[src/rtl/game_pkg.sv]
// Shared definitions for the game flow controller: state codes read by vga_top,
// alien count, score width and the saturating score adder.
package game_pkg;
    localparam int NUM_ALIENS = 6;
    localparam int SCORE_W    = 8;

    localparam logic [2:0] ST_ATTRACT    = 3'd0;
    localparam logic [2:0] ST_WAVE_RESET = 3'd1;
    localparam logic [2:0] ST_PLAYING    = 3'd2;
    localparam logic [2:0] ST_WAVE_CLEAR = 3'd3;
    localparam logic [2:0] ST_LIFE_LOST  = 3'd4;
    localparam logic [2:0] ST_GAME_OVER  = 3'd5;
    localparam logic [2:0] ST_VICTORY    = 3'd6;

    // Score sticks at all ones instead of wrapping.
    function automatic logic [SCORE_W-1:0] sat_add_score(input logic [SCORE_W-1:0] score,
                                                         input logic [SCORE_W-1:0] inc);
        logic [SCORE_W:0] sum;
        sum = {1'b0, score} + {1'b0, inc};
        if (sum[SCORE_W]) begin
            return '1;
        end else begin
            return sum[SCORE_W-1:0];
        end
    endfunction
endpackage

[src/rtl/popcount_kills.sv]
// Counts aliens that were alive last cycle and are dead now.
module popcount_kills #(
    parameter int N = 6,
    parameter int W = $clog2(N + 1)
) (
    input  logic [N-1:0] alive_i,
    input  logic [N-1:0] index_i,
    output logic [W-1:0] kills_o
);

    // Sum of alive-to-dead transitions across all alien slots.
    always_comb begin
        kills_o = '0;
        for (int i = 0; i < N; i++) begin
            kills_o = kills_o + W'(alive_i[i] & ~index_i[i]);
        end
    end

endmodule

[src/rtl/game_sequencer.sv]
// Game flow controller: attract, wave reset, play, wave clear, life lost,
// game over and victory, with lives, level and saturating score bookkeeping.
module game_sequencer #(
    parameter int NUM_ALIENS    = game_pkg::NUM_ALIENS,
    parameter int START_LIVES   = 3,
    parameter int MAX_LEVEL     = 4,
    parameter int BANNER_FRAMES = 120,
    parameter int BASE_DIV      = 24,
    parameter int DIV_STEP      = 4
) (
    input  logic                  master_clk,
    input  logic                  d_reset_n,
    input  logic                  d_fire,
    input  logic                  frame_tick,
    input  logic [NUM_ALIENS-1:0] index_aliens,
    input  logic                  alien_landed,
    output logic                  wave_rst,
    output logic                  play_en,
    output logic [2:0]            level,
    output logic [7:0]            alien_div,
    output logic [1:0]            lives,
    output logic [7:0]            total_score,
    output logic                  game_over,
    output logic                  victory,
    output logic [2:0]            state_code
);
    import game_pkg::*;

    localparam int KILL_W   = $clog2(NUM_ALIENS + 1);
    localparam int BANNER_W = $clog2(BANNER_FRAMES + 1);

    logic [2:0]            state_q, state_d;
    logic [1:0]            lives_q, lives_d;
    logic [2:0]            level_q, level_d;
    logic [SCORE_W-1:0]    score_q, score_d;
    logic [NUM_ALIENS-1:0] alive_q, alive_d;
    logic [BANNER_W-1:0]   banner_q, banner_d;
    logic                  wr_cnt_q, wr_cnt_d;
    logic                  fire_q;

    logic                  wave_rst_q, play_en_q, game_over_q, victory_q;
    logic [2:0]            level_out_q, state_code_q;
    logic [7:0]            alien_div_q, div_s;
    logic [1:0]            lives_out_q;
    logic [SCORE_W-1:0]    score_out_q;

    logic                  fire_edge_s, banner_done_s;
    logic [KILL_W-1:0]     kills_s;

    popcount_kills #(.N(NUM_ALIENS), .W(KILL_W)) u_kills (
        .alive_i (alive_q),
        .index_i (index_aliens),
        .kills_o (kills_s)
    );

    assign fire_edge_s   = d_fire & ~fire_q;
    assign banner_done_s = frame_tick && (banner_q == BANNER_W'(BANNER_FRAMES - 1));
    assign div_s         = 8'(BASE_DIV - (int'(level_q) - 1) * DIV_STEP);

    // Next-state and counter updates for the game flow.
    always_comb begin
        state_d  = state_q;
        lives_d  = lives_q;
        level_d  = level_q;
        score_d  = score_q;
        alive_d  = alive_q;
        banner_d = banner_q;
        wr_cnt_d = wr_cnt_q;
        case (state_q)
            ST_ATTRACT, ST_GAME_OVER, ST_VICTORY: begin
                if (fire_edge_s) begin
                    lives_d = 2'(START_LIVES);
                    level_d = 3'd1;
                    score_d = '0;
                    state_d = ST_WAVE_RESET;
                end else begin
                    state_d = state_q;
                end
            end
            ST_WAVE_RESET: begin
                alive_d = '1;
                if (wr_cnt_q) begin
                    wr_cnt_d = 1'b0;
                    state_d  = ST_PLAYING;
                end else begin
                    wr_cnt_d = 1'b1;
                end
            end
            ST_PLAYING: begin
                score_d = sat_add_score(score_q, SCORE_W'(kills_s));
                alive_d = index_aliens;
                if (alien_landed) begin
                    lives_d = lives_q - 2'd1;
                    state_d = ST_LIFE_LOST;
                end else if (index_aliens == '0) begin
                    state_d = ST_WAVE_CLEAR;
                end else begin
                    state_d = ST_PLAYING;
                end
            end
            ST_WAVE_CLEAR: begin
                if (banner_done_s) begin
                    banner_d = '0;
                    if (level_q == 3'(MAX_LEVEL)) begin
                        state_d = ST_VICTORY;
                    end else begin
                        level_d = level_q + 3'd1;
                        state_d = ST_WAVE_RESET;
                    end
                end else if (frame_tick) begin
                    banner_d = banner_q + BANNER_W'(1);
                end else begin
                    banner_d = banner_q;
                end
            end
            ST_LIFE_LOST: begin
                // Last life gone: skip the banner entirely.
                if (lives_q == 2'd0) begin
                    state_d = ST_GAME_OVER;
                end else if (banner_done_s) begin
                    banner_d = '0;
                    state_d  = ST_WAVE_RESET;
                end else if (frame_tick) begin
                    banner_d = banner_q + BANNER_W'(1);
                end else begin
                    banner_d = banner_q;
                end
            end
            default: begin
                state_d = ST_ATTRACT;
            end
        endcase
    end

    // Core state and bookkeeping registers.
    always_ff @(posedge master_clk or negedge d_reset_n) begin
        if (!d_reset_n) begin
            state_q  <= ST_ATTRACT;
            lives_q  <= 2'd0;
            level_q  <= 3'd1;
            score_q  <= '0;
            alive_q  <= '1;
            banner_q <= '0;
            wr_cnt_q <= 1'b0;
            fire_q   <= 1'b0;
        end else begin
            state_q  <= state_d;
            lives_q  <= lives_d;
            level_q  <= level_d;
            score_q  <= score_d;
            alive_q  <= alive_d;
            banner_q <= banner_d;
            wr_cnt_q <= wr_cnt_d;
            fire_q   <= d_fire;
        end
    end

    // Registered outputs, decoded from the state one cycle after it is entered.
    always_ff @(posedge master_clk or negedge d_reset_n) begin
        if (!d_reset_n) begin
            wave_rst_q   <= 1'b1;
            play_en_q    <= 1'b0;
            level_out_q  <= 3'd1;
            alien_div_q  <= 8'(BASE_DIV);
            lives_out_q  <= 2'd0;
            score_out_q  <= '0;
            game_over_q  <= 1'b0;
            victory_q    <= 1'b0;
            state_code_q <= ST_ATTRACT;
        end else begin
            wave_rst_q   <= (state_q == ST_ATTRACT) || (state_q == ST_WAVE_RESET);
            play_en_q    <= (state_q == ST_PLAYING);
            level_out_q  <= level_q;
            alien_div_q  <= div_s;
            lives_out_q  <= lives_q;
            score_out_q  <= score_q;
            game_over_q  <= (state_q == ST_GAME_OVER);
            victory_q    <= (state_q == ST_VICTORY);
            state_code_q <= state_q;
        end
    end

    assign wave_rst    = wave_rst_q;
    assign play_en     = play_en_q;
    assign level       = level_out_q;
    assign alien_div   = alien_div_q;
    assign lives       = lives_out_q;
    assign total_score = score_out_q;
    assign game_over   = game_over_q;
    assign victory     = victory_q;
    assign state_code  = state_code_q;

endmodule

[config.mk]
export PLATFORM = sky130hd
export DESIGN_NAME = game_sequencer
export DESIGN_NICKNAME = d
export VERILOG_FILES = /design/src/rtl/game_pkg.sv /design/src/rtl/popcount_kills.sv /design/src/rtl/game_sequencer.sv
export SDC_FILE = /design/constraint.sdc
export NUM_CORES = 1
export LEC_CHECK = 0
export CORE_MARGIN = 2
export CORE_UTILIZATION = 58
export DETAILED_ROUTE_END_ITERATION = 6
export PLACE_DENSITY = 0.89
export REMOVE_ABC_BUFFERS = 1
export SYNTH_ARGS = -nofsm -noshare
export SYNTH_HDL_FRONTEND = slang
export SYNTH_HIERARCHICAL = 1
export SYNTH_SLANG_ARGS = --single-unit
[constraint.sdc]
create_clock -name master_clk -period 6.1 [get_ports master_clk]
set_input_delay 0.915 -clock master_clk [delete_from_list [all_inputs] [get_ports master_clk]]
set_output_delay 0.915 -clock master_clk [all_outputs]
set_load 0.005 [all_outputs]
**Yosys cells after proc, flatten, opt, wreduce, memory -nomap -nowiden**

Index checks and enable logic that the tools add are counted.
Widths: inputs -> output; s select.

- Bits in registers: 58
- Output and inout port bits: 28

- Add/subtract/negate cells: 11
- Equality and inequality tests: 15
- Muxes and demuxes: 24
- Bitwise gates (word level): 14
- Reductions and logical operators: 15

Operator list:

| operator | count |
|---|---|
| $mux 3 | 9 |
| $mux 7 | 3 |
| $and 1x3->3 | 6 |
| $not 1->3 | 6 |
| $mux 8 | 2 |
| $pmux 8 s2 | 1 |
| $add 3x3->3 | 5 |
| $pmux 3 s5 | 1 |
| $pmux 7 s2 | 1 |
| $eq 3x3->1 const B | 4 |
| $ne 2x2->1 const B | 6 |
| $pmux 6 s2 | 1 |
| $add 8x3->9 | 1 |
| $reduce_and 4->1 | 2 |
| $reduce_bool 2->1 | 4 |
| $add 7x1->7 const B | 1 |
| $eq 7x7->1 const B | 1 |
| $sub 6x6->7 const A | 1 |
| $eq 3x2->1 const B | 2 |
| $logic_not 6->1 | 1 |
| $pmux 3 s2 | 1 |
| $mux 2 | 2 |
| $pmux 2 s2 | 1 |
| $reduce_and 2->1 | 2 |
| other kinds (14) | 15 |

**Logic depth before layout (Yosys ltp)**

Gate-level depths: netlist of the first run.

- Depth after elaboration: 10
- Mapped depth: 11
- Depth with buffers taken out: 11

**Cells and area by module**

The synthesis of the first run kept the hierarchy.

Modules (own cells, without submodules):

| module | times used | cells each | area an instance (um2) | sequential area each (um2) |
|---|---|---|---|---|
| game_sequencer | 1 | 239 | 2,572.5 | 1,415.1 |
| popcount_kills | 1 | 10 | 155.1 | 0.0 |

**Least setup slack after synthesis of the first run**

No wires, ideal clock.

- Path kind: input to register
- Start point: input port index_aliens[1]
- End point: register score_q[3]
- Library setup time: 0.129 ns
- Arrival: 3.820 ns
- Required time: 5.971 ns
- Setup slack: 2.151 ns
- Stages on the path: 11
- Path through: nor2b_4 fa_1 fa_1 ha_1 fa_1 fa_1 and2_1 o21ai_1 nor2_1 o21ai_0 o21ai_0

- Cells in the longest elaborated chain, start to end: 10

RTL lines:

| element | RTL line | source |
|---|---|---|
| start, declared | game_sequencer.sv:15 | `input logic [NUM_ALIENS-1:0] index_aliens,` |
| $not 1->3 | popcount_kills.sv:15 | `kills_o = kills_o + W'(alive_i[i] & ~index_i[i]);` |
| $and 1x3->3 | popcount_kills.sv:15 |  |
| $add 3x3->3 (5 in series) | popcount_kills.sv:15 |  |
| net kills_s[1] | game_sequencer.sv:48 | `logic [KILL_W-1:0] kills_s;` |
| $add 8x3->9 | game_pkg.sv:19 | `sum = {1'b0, score} + {1'b0, inc};` |
| $mux 8 | game_pkg.sv:20 | `if (sum[SCORE_W]) begin` |
| $pmux 8 s2 | game_sequencer.sv:69 | `case (state_q)` |
| end signal, assigned | game_sequencer.sv:150 | `score_q <= score_d;` |
| end, declared | game_sequencer.sv:35 | `logic [SCORE_W-1:0] score_q, score_d;` |

The timed path passes the listed nets, and every way through them passes these cells.
A chain may end at the register's enable or synchronous reset.

**Worst setup path in the final report of the first run**

- Start point: input port index_aliens[0]
- End point: register score_q[0]

The elaborated chain is that of the path after synthesis.

==> summary.md, run 1 <==
| Metric | Value |
|---|---|
| Outcome | finished, final reports clean |
| Initial Util | 61.37% |
| Worst hold path type | flop to flop |
| Type of origin of the critical path | input pin |
| DRC | 0 |
| Type of the worst setup path | input pin to flop |
| Remaining antenna violation count | 0 |
| Max stage delay on crit path | 550 ps |
| Number of synthesized flops with an enable pin | 0 |
| Tmin final | 4439 ps |
| Final hold vios | 0 |
| Worst EP arrival | 4640 ps |
| # IOs | 39 |
| Drt first-iter violations | 85 |
| RSZ-0062 raised after global routing | no |
| Maximum clock rate | 0.2253 GHz |
| Post-route insts no fill | 338 |
| Most frequent cells in the layout | 45 x dfrtp_1, 35 x clkdlybuf4s50_1, 24 x nor2_1 |
| H-tree lvl count | 2 |
| Top-area cell type share of the netlist area | 41.28% |
| Grt ovf | 0 |
| Crit end category | flop |
| Peak supply drop | 0.2198 mV |
| Fillers | 322 |
| Worst Path Required | 6310 ps |
| Clk buf depth | 2 |
| Vias | 1975 |
| # diodes | 0 |
| Syn Inst Count | 249 |
| Vias in the first global route | 1988 |
| Top cells by area, synth | dfrtp_1 41%, dfstp_2 11%, ha_1 4.1% |
| Hold-fix buffers at CTS | 0 |
| Setup Buffers After CTS | 0 |
| Vias/cell | 5.843 |
| Worst path slowest cell | clkdlybuf4s50_1 |
| Worst Reg-to-Reg Cells | 11 |
| Dpl ws | 1381 ps |
| Synth Cell Area | 0.002728 mm2 |
| Clk root buf | clkbuf_8 |
| Synth area leader | dfrtp_1 |
| End-of-flow core utilization | 72.24% |
| Die ar. | 0.005267 mm2 |
| PnR worst setup slack | 1661 ps |
| Hold Slack | 403.9 ps |
| Netlist cell types | 56 |
| Layout Skew | 7.070 ps |
| DP HPWL | 3665 um |
| Largest net degree at the start of global routing | 57 |
| Post-route cell area | 0.003211 mm2 |
| Post-CTS Resized | 0 |
| Worst slew pin tran | 806.0 ps |
| Hold path depth | 0 |
| Global Route Usage Sum | 21.90% |
| Final period util | 72.76% |
| Crit path cell chain | clkdlybuf4s50_1 > nor2b_4 > fa_1 > fa_1 > ha_1 > fa_1 > fa_1 > and2_1 > o21ai_1 > nor2_1 > o21ai_0 > nand2_1 |
| Seq cells post-synth | 56 |
| Clock Sinks | 56 |
| Critical path's most frequent cell | fa_1 |
| Worst skew pair latency | 310 ps |
| Routed WL | 5185 um |
| Yosys Warn Count | 6 |
| Max_cap viols | 0 |
| Power per cell area | 418.1 mW/mm2 |
| Final Power | 1.342 mW |
| Final Wtd Congestion | 0.8503 |
| Final max-slew violation count | 0 |
| Sequential element share of the synthesized area | 51.88% |
| Layout cells sized above 1 | 12.94% |
| Initial antenna violation count | 0 |
| Drt wl/cell | 15.34 um |
| Worst slew margin | 46.07% |
| Row cnt | 24 |
| First-pass GRT wire length | 8963 um |
| Core area | 0.004444 mm2 |
| Ys async rst share | 100.0% |
| Post-DP Area | 0.003103 mm2 |
| Final setup viols | 0 |
| Commonest non-fill, non-tap cell in the layout | dfrtp_1 |
| Reg clk slew, reported paths | 100 ps |
| Layout Nets | 309 |
| Pre-antenna DRT Iters | 4 |
| Placed Cells incl. Taps | 330 |
| Die height | 72.58 um |
| Syn avg cell area | 10.95 um2 |
| Top FF cell, synth | dfrtp_1 |
| Critical-path maximum fanout | 6 |
| Layout area overhead | 17.71% |
| Die Span X | 72.58 um |
| Setup tns final | 0 ps |
| CTS tree | done |
| Static leakage | 1.423 nW |
| Port Buffer Count | 36 |
| CTS buffer count | 5 |
[layer usage]
layer	vias up	part of all wire, %	GRT usage (%)
li1	942	-	-
met1	963	42	26.76
met2	64	51	38.08
met3	6	5.0	3.453
met4	0	1.3	10.08
met5	-	0	0
[power breakdown]
| part | switching (mW) | internal [mW] |
|---|---|---|
| combinational | 0.271 | 0.261 |
| clock | 0.117 | 0.122 |
| sequential | 0.0999 | 0.471 |
[cells by family after synthesis]
kind of cell	synth area share (%)
buffers and inverters	3.715
multiplexers	2.385
XOR/XNOR	1.605
AO/OA/AOI/OAI	16.10
flip-flops	51.88
AND/OR/NAND/NOR	17.11
adder cells (fa/ha/maj)	7.064
other	0.1375
[cell type report]
cell class                      instances  area, um2  share of cell area [%]
Clock buffer                            6      72.57                   2.260
Clock inverter                          2      35.03                   1.091
Inverter                               12      45.04                   1.403
Multi-Input combinational cell        173       1215                   37.84
Sequential cell                        56       1415                   44.08
Tap cell                               52      65.06                   2.026
Timing Repair Buffer                   37      362.8                   11.30
[flip-flops by register name, indices dropped and copies added (netlist names)]
signal	cells
alien_div	5
alive_q	6
banner_q	7
fire_q	1
game_over	1
level	3
level_q	3
lives	2
lives_q	2
play_en	1
score_q	8
state_code	3
state_q	3
total_score	8
victory	1
wave_rst	1
wr_cnt_q	1
[synthesized netlist by cell type, types with 6 or more instances]
cell and instances:
inv_1 11, ha_1 9, a21oi_1 18, nand2_1 16, dfstp_2 11, nor2_1 24, o22ai_1 8, nand3_1 6
nor2b_4 6, o21ai_0 15, dfrtp_1 45
[critical path: cells and delay by family]
kind,cells,cell delay (ps)
compound gates,2,560
simple gates,4,510
fa+ha+maj,5,2110
buf+inv,1,550
[worst paths after layout]
path / end / slack, ps / startpoint
max: score_q[0]$_DFFE_PN0P_ / 1660 / index_aliens[0]
min: lives[1]$_DFF_PN0_ / 400 / lives_q[1]$_DFFE_PN0P_
max reg2reg: score_q[0]$_DFFE_PN0P_ / 2230 / alive_q[5]$_DFFE_PN1P_
min reg2reg: lives[1]$_DFF_PN0_ / 400 / lives_q[1]$_DFFE_PN0P_
max in group asynchronous: total_score[0]$_DFF_PN0_ / 4920 / d_reset_n
min in group asynchronous: alien_div[2]$_DFF_PN0_ / 720 / d_reset_n
No activity file was read; power rests on OpenSTA's default activity.
==> inputs of run 2 (changes only) <==
--- a/config.mk
+++ b/config.mk
@@ -6,9 +6,9 @@
 export NUM_CORES = 1
 export LEC_CHECK = 0
 export CORE_MARGIN = 2
-export CORE_UTILIZATION = 58
+export CORE_UTILIZATION = 54
 export DETAILED_ROUTE_END_ITERATION = 6
-export PLACE_DENSITY = 0.89
+export PLACE_DENSITY = 0.84
 export REMOVE_ABC_BUFFERS = 1
 export SYNTH_ARGS = -nofsm -noshare
 export SYNTH_HDL_FRONTEND = slang
==> constraint.sdc (replaced) <==
create_clock -name master_clk -period 4.37 [get_ports master_clk]
set_input_delay 0.6555 -clock master_clk [delete_from_list [all_inputs] [get_ports master_clk]]
set_output_delay 0.6555 -clock master_clk [all_outputs]
set_load 0.005 [all_outputs]
==> run 2 against run 1 <==
Routed wire length is 6.5% lower. Critical endpoint is now score_q[3]$_DFFE_PN0P_. Sequential share of layout area is 0.086 points lower. Clock power grew 15%. Critical path depth unchanged. Sequential power rose by 39%.
==> summary.md, run 2 (synthesized netlist as in run 1, its figures left out) <==
| Metric | Value |
|---|---|
| Worst hold path type | flop to flop |
| Tmin final | 3960 ps |
| Crit path from | index_aliens[0] |
| Initial antenna violation count | 0 (unchanged) |
| Initial Util | 56.99% (-4.4 points) |
| Routed WL | 4849 um (-6.5%) |
| Clk buf depth | 2 (unchanged) |
| Die ar. | 0.005636 mm2 (+7.0%) |
| Worst skew pair latency | 310 ps (about the same) |
| Largest net degree at the start of global routing | 57 (unchanged) |
| Final Wtd Congestion | 0.8187 (-3.7%) |
| Die Span X | 75.07 um (+3.4%) |
| Worst Path Required | 4580 ps (-1730 ps) |
| Final max-slew violation count | 0 (unchanged) |
| Layout area overhead | 17.94% |
| Post-CTS Resized | 0 (unchanged) |
| Static leakage | 1.420 nW (-0.22%) |
| Most frequent cells in the layout | 45 x dfrtp_1, 35 x clkdlybuf4s50_1, 24 x nor2_1 |
| Final period util | 90.61% |
| Clock Sinks | 56 (unchanged) |
| Grt ovf | 0 (unchanged) |
| Drt wl/cell | 13.70 um (-11%) |
| # diodes | 0 (unchanged) |
| Type of origin of the critical path | input pin |
| H-tree lvl count | 2 (unchanged) |
| Layout cells sized above 1 | 13.59% (+0.65 points) |
| Pre-antenna DRT Iters | 4 (unchanged) |
| Final hold vios | 0 (unchanged) |
| Area of the multi-input gates | 0.001215 mm2 (unchanged) |
| Global Route Usage Sum | 19.53% (-2.4 points) |
| First-pass GRT wire length | 8349 um (-6.9%) |
| DP HPWL | 3439 um (-6.2%) |
| Worst Reg-to-Reg Cells | 11 (unchanged) |
| Power per cell area | 562.1 mW/mm2 (+34%) |
| CTS tree | done |
| Fillers | 373 (+16%) |
| RR Endpoint | score_q[3]$_DFFE_PN0P_ |
| Die height | 75.07 um (+3.4%) |
| Vias/cell | 5.540 (-5.2%) |
| Layout Skew | 6.980 ps (-0.08981 ps) |
| # IOs | 39 (unchanged) |
| Setup tns final | 0 ps (unchanged) |
| Worst slew margin | 45.99% (-0.075 points) |
| Worst EP arrival | 4170 ps (-470 ps) |
| Vias in the first global route | 1901 (-4.4%) |
| Drt first-iter violations | 62 (-27%) |
| Hold-fix buffers at CTS | 0 (unchanged) |
| Row cnt | 25 (+4.2%) |
| Layout Nets | 310 (+0.32%) |
| RR Startpoint | alive_q[1]$_DFFE_PN1P_ |
| Core area | 0.004786 mm2 (+7.7%) |
| Port Buffer Count | 36 (unchanged) |
| Final setup viols | 0 (unchanged) |
| Peak supply drop | 0.3434 mV (+56%) |
| R2r setup slk | 740 ps (-1490 ps) |
| PnR worst setup slack | 410.4 ps (-1251 ps) |
| Clk root buf | clkbuf_8 |
| Worst slew pin tran | 807.1 ps (+1.116 ps) |
| Crit path to | score_q[3]$_DFFE_PN0P_ |
| Outcome | finished, final reports clean |
| Critical-path maximum fanout | 5 (-1) |
| Max_cap viols | 0 (unchanged) |
| RSZ-0062 raised after global routing | no |
| Dpl ws | 91.18 ps (-1290 ps) |
| Hold Startpoint | level_q[0]$_DFFE_PN1P_ |
| Remaining antenna violation count | 0 (unchanged) |
| FF+latch area | 0.001415 mm2 (unchanged) |
| Maximum clock rate | 0.2526 GHz |
| Final Power | 1.808 mW (+35%) |
| Setup Buffers After CTS | 0 (unchanged) |
| CTS buffer count | 5 (unchanged) |
| Vias | 1961 (-0.71%) |
| Commonest non-fill, non-tap cell in the layout | dfrtp_1 |
| Type of the worst setup path | input pin to flop |
| DRC | 0 (unchanged) |
| Crit end category | flop |
| Reg clk slew, reported paths | 100 ps (about the same) |
-- run 2: cell count changes in the layout (fill, tap and decap cells not counted) --
cell	previous run	this run
clkinv_2	1	2
clkbuf_1	1	0
buf_4	1	2
clkinv_4	0	1
bufinv_16	1	0
-- run 2: metal layers --
metal	track usage [%]	part of all wire [%]	wire [um]	up-vias
li1	-	-	-	949
met1	24.76	44	2155	945
met2	31.97	49	2359	56
met3	3.882	4.2	205	11
met4	9.722	2.6	128	0
met5	0	0	0	-
-- run 2: metrics by stage --
stage / util (%) / instance area (um2) / std cells / hold slack [ps]
2_1_floorplan: - / 2675 / 241 / 359.9
3_3_place_gp: 65.39 / 3129 / 346 / 391.2
4_1_cts: 67.22 / 3217 / 354 / 415.4
5_1_grt: 67.22 / 3217 / 354 / 421.7
3_5_place_dp: 65.39 / 3129 / 346 / 399.0
6_report: 67.22 / 3217 / 354 / 414.4
-- run 2: area by class of cell --
class / count / share of cell area (%)
clock buffers: 5 / 2.139
clock inverters: 3 / 0.5834
inverters: 12 / 1.400
multi-input cells: 173 / 37.77
flip-flops and latches: 56 / 43.99
well taps: 67 / 2.606
repair buffers: 38 / 11.51
-- run 2: worst min-delay path by stage --
| stage | depth (start not counted) | to | slack [ps] |
|---|---|---|---|
| after floorplan | 0 | alien_div[2]$_DFF_PN0_ | 360 |
| after global placement | 0 | lives[1]$_DFF_PN0_ | 390 |
| after detailed placement | 0 | total_score[0]$_DFF_PN0_ | 400 |
| after CTS | 0 | level[0]$_DFF_PN1_ | 420 |
| after global routing | 0 | level[0]$_DFF_PN1_ | 420 |
| final | 0 | level[0]$_DFF_PN1_ | 410 |
-- run 2: worst max-delay path, cell delays in order --
cell             delay, ps
clkdlybuf4s50_1        560
nor2b_4                 60
fa_1                   510
fa_1                   500
ha_1                   230
fa_1                   490
fa_1                   410
and2_1                 180
o21ai_1                190
nor2_1                 130
o21ai_0                160
o21ai_0                 90
-- run 2: power by group --
group / switching, mW / internal [mW] / total, mW
logic: 0.372 / 0.366 / 0.738
registers: 0.137 / 0.658 / 0.795
clock network: 0.163 / 0.112 / 0.275
==> inputs of run 3 (changes only) <==
--- a/config.mk
+++ b/config.mk
@@ -8,6 +8,7 @@
 export CORE_MARGIN = 2
 export CORE_UTILIZATION = 54
 export DETAILED_ROUTE_END_ITERATION = 6
+export GPL_TIMING_DRIVEN = 0
 export PLACE_DENSITY = 0.84
 export REMOVE_ABC_BUFFERS = 1
 export SYNTH_ARGS = -nofsm -noshare
==> run 3 against run 2 <==
Largest cell class unchanged. Flip-flop and latch count is the same. Critical endpoint unchanged. Clock power grew 21%. Via count grew 0.51%. Power grew 3.5%. Die area is the same. Fmax shrank 1.7%. Worst hold slack lost 86 ps. Design area grew 0.89%. Sequential share of layout area shrank 0.39 points. Non-clock buffer count shrank 1.
==> summary.md, run 3 (synthesized netlist as in run 1, its figures left out) <==
| Metric | Value |
|---|---|
| Outcome | finished, final reports clean |
| Remaining antenna violation count | 0 (unchanged) |
| Clk buf depth | 2 (unchanged) |
| Layout Nets | 309 (-0.32%) |
| Grt ovf | 0 (unchanged) |
| Drt first-iter violations | 79 (+27%) |
| Reg clk slew, reported paths | 100 ps (about the same) |
| Initial antenna violation count | 0 (unchanged) |
| R2r setup slk | 640 ps (-100 ps) |
| H-tree lvl count | 2 (unchanged) |
| Layout area overhead | 18.99% |
| Max_cap viols | 0 (unchanged) |
| Layout cells sized above 1 | 13.29% (-0.30 points) |
| Final hold vios | 0 (unchanged) |
| Type of origin of the critical path | input pin |
| DRC | 0 (unchanged) |
| Drt wl/cell | 14.31 um (+4.5%) |
| RSZ-0062 raised after global routing | no |
| Die Span X | 75.07 um (unchanged) |
| DP HPWL | 3481 um (+1.2%) |
| Largest net degree at the start of global routing | 32 (-44%) |
| Hold Slack | 328.6 ps (-85.81 ps) |
| Most frequent cells in the layout | 45 x dfrtp_1, 35 x clkdlybuf4s50_1, 24 x nor2_1 |
| Clock Sinks | 56 (unchanged) |
| Port Buffer Count | 36 (unchanged) |
| Clk root buf | clkbuf_8 |
| # IOs | 39 (unchanged) |
| Static leakage | 1.428 nW (+0.56%) |
| Worst Reg-to-Reg Cells | 11 (unchanged) |
| Vias | 1971 (+0.51%) |
| Final Power | 1.871 mW (+3.5%) |
| Hold-fix buffers at CTS | 0 (unchanged) |
| PnR worst setup slack | 341.1 ps (-69.31 ps) |
| Pre-antenna DRT Iters | 4 (unchanged) |
| Worst slew pin tran | 848.2 ps (+41.09 ps) |
| Global Route Usage Sum | 20.68% (+1.1 points) |
| Final period util | 92.19% (+1.6 points) |
| Worst hold path type | input pin to async pin |
| Die ar. | 0.005636 mm2 (unchanged) |
| Row cnt | 25 (unchanged) |
| CTS buffer count | 5 (unchanged) |
| Worst slew margin | 43.24% (-2.7 points) |
| CTS tree | done |
| Tmin final | 4029 ps (+69.31 ps) |
| Die height | 75.07 um (unchanged) |
| Setup tns final | 0 ps (unchanged) |
| Worst EP arrival | 4220 ps (+50 ps) |
| Type of the worst setup path | input pin to flop |
| First-pass GRT wire length | 8763 um (+5.0%) |
| Final max-slew violation count | 0 (unchanged) |
| Initial Util | 56.99% (unchanged) |
| Core area | 0.004786 mm2 (unchanged) |
| RR Startpoint | alive_q[5]$_DFFE_PN1P_ |
| Layout Skew | 12.80 ps (+5.820 ps) |
| Worst Path Required | 4560 ps (-20 ps) |
| Routed WL | 5052 um (+4.2%) |
| Critical-path maximum fanout | 6 (+1) |
| Dpl ws | -99.28 ps (-190.5 ps) |
| Power per cell area | 576.6 mW/mm2 (+2.6%) |
| Final setup viols | 0 (unchanged) |
| Crit end category | flop |
| Vias in the first global route | 1897 (-0.21%) |
| Vias/cell | 5.584 (+0.79%) |
| Maximum clock rate | 0.2482 GHz (-1.7%) |
| # diodes | 0 (unchanged) |
| Final Wtd Congestion | 0.8274 (+1.1%) |
| Commonest non-fill, non-tap cell in the layout | dfrtp_1 |
| Worst skew pair latency | 320 ps (about the same) |
| Peak supply drop | 0.3861 mV (+12%) |
| RR Endpoint | score_q[3]$_DFFE_PN0P_ |
run 3: power breakdown:
group | switching (mW) | internal [mW] | total [mW]
Clock | 0.164 | 0.170 | 0.334
Sequential | 0.139 | 0.658 | 0.797
Combinational | 0.375 | 0.365 | 0.740
Total | 0.678 | 1.19 | 1.87
run 3: layout make-up:
class	count	area [um2]
Fill cell	368	1540
Sequential cell	56	1415
Multi-Input combinational cell	173	1219
Timing Repair Buffer	37	375.4
Tap cell	67	83.83
Clock buffer	6	72.57
Inverter	12	45.04
Clock inverter	2	35.03
run 3: worst max path at each step:
stage,cells past startpoint,end,start
finish,12,score_q[3]$_DFFE_PN0P_,index_aliens[0]
global route,12,score_q[3]$_DFFE_PN0P_,index_aliens[0]
CTS,12,score_q[3]$_DFFE_PN0P_,index_aliens[0]
detailed placement,12,score_q[3]$_DFFE_PN0P_,index_aliens[0]
global placement,12,score_q[3]$_DFFE_PN0P_,index_aliens[0]
floorplan,11,score_q[3]$_DFFE_PN0P_,index_aliens[1]
run 3: per-layer routing:
metal,track usage [%],routed length [um]
met5,0,0
met4,6.944,78
met3,4.953,255
met2,34.31,2573
met1,26.76,2145
run 3: timing repair:
item	CTS	global route
buffers inserted	0	0
gates resized for setup	0	1
setup endpoints to repair	0	1
run 3: through the flow:
step | util [%] | cells | instance area [um2]
floorplan | - | 241 | 2675
global placement | 65.18 | 344 | 3119
detailed placement | 65.49 | 345 | 3134
CTS | 67.74 | 353 | 3242
global route | 67.82 | 353 | 3246
finish | 67.82 | 353 | 3246
run 3: critical path, stage by stage:
cell and delay, ps:
clkdlybuf4s50_1 550, nor2b_4 60, fa_1 500, fa_1 500
ha_1 220, fa_1 490, fa_1 420, and2_1 190
o21ai_2 230, nor2_1 140, o21ai_0 160, o21ai_0 110
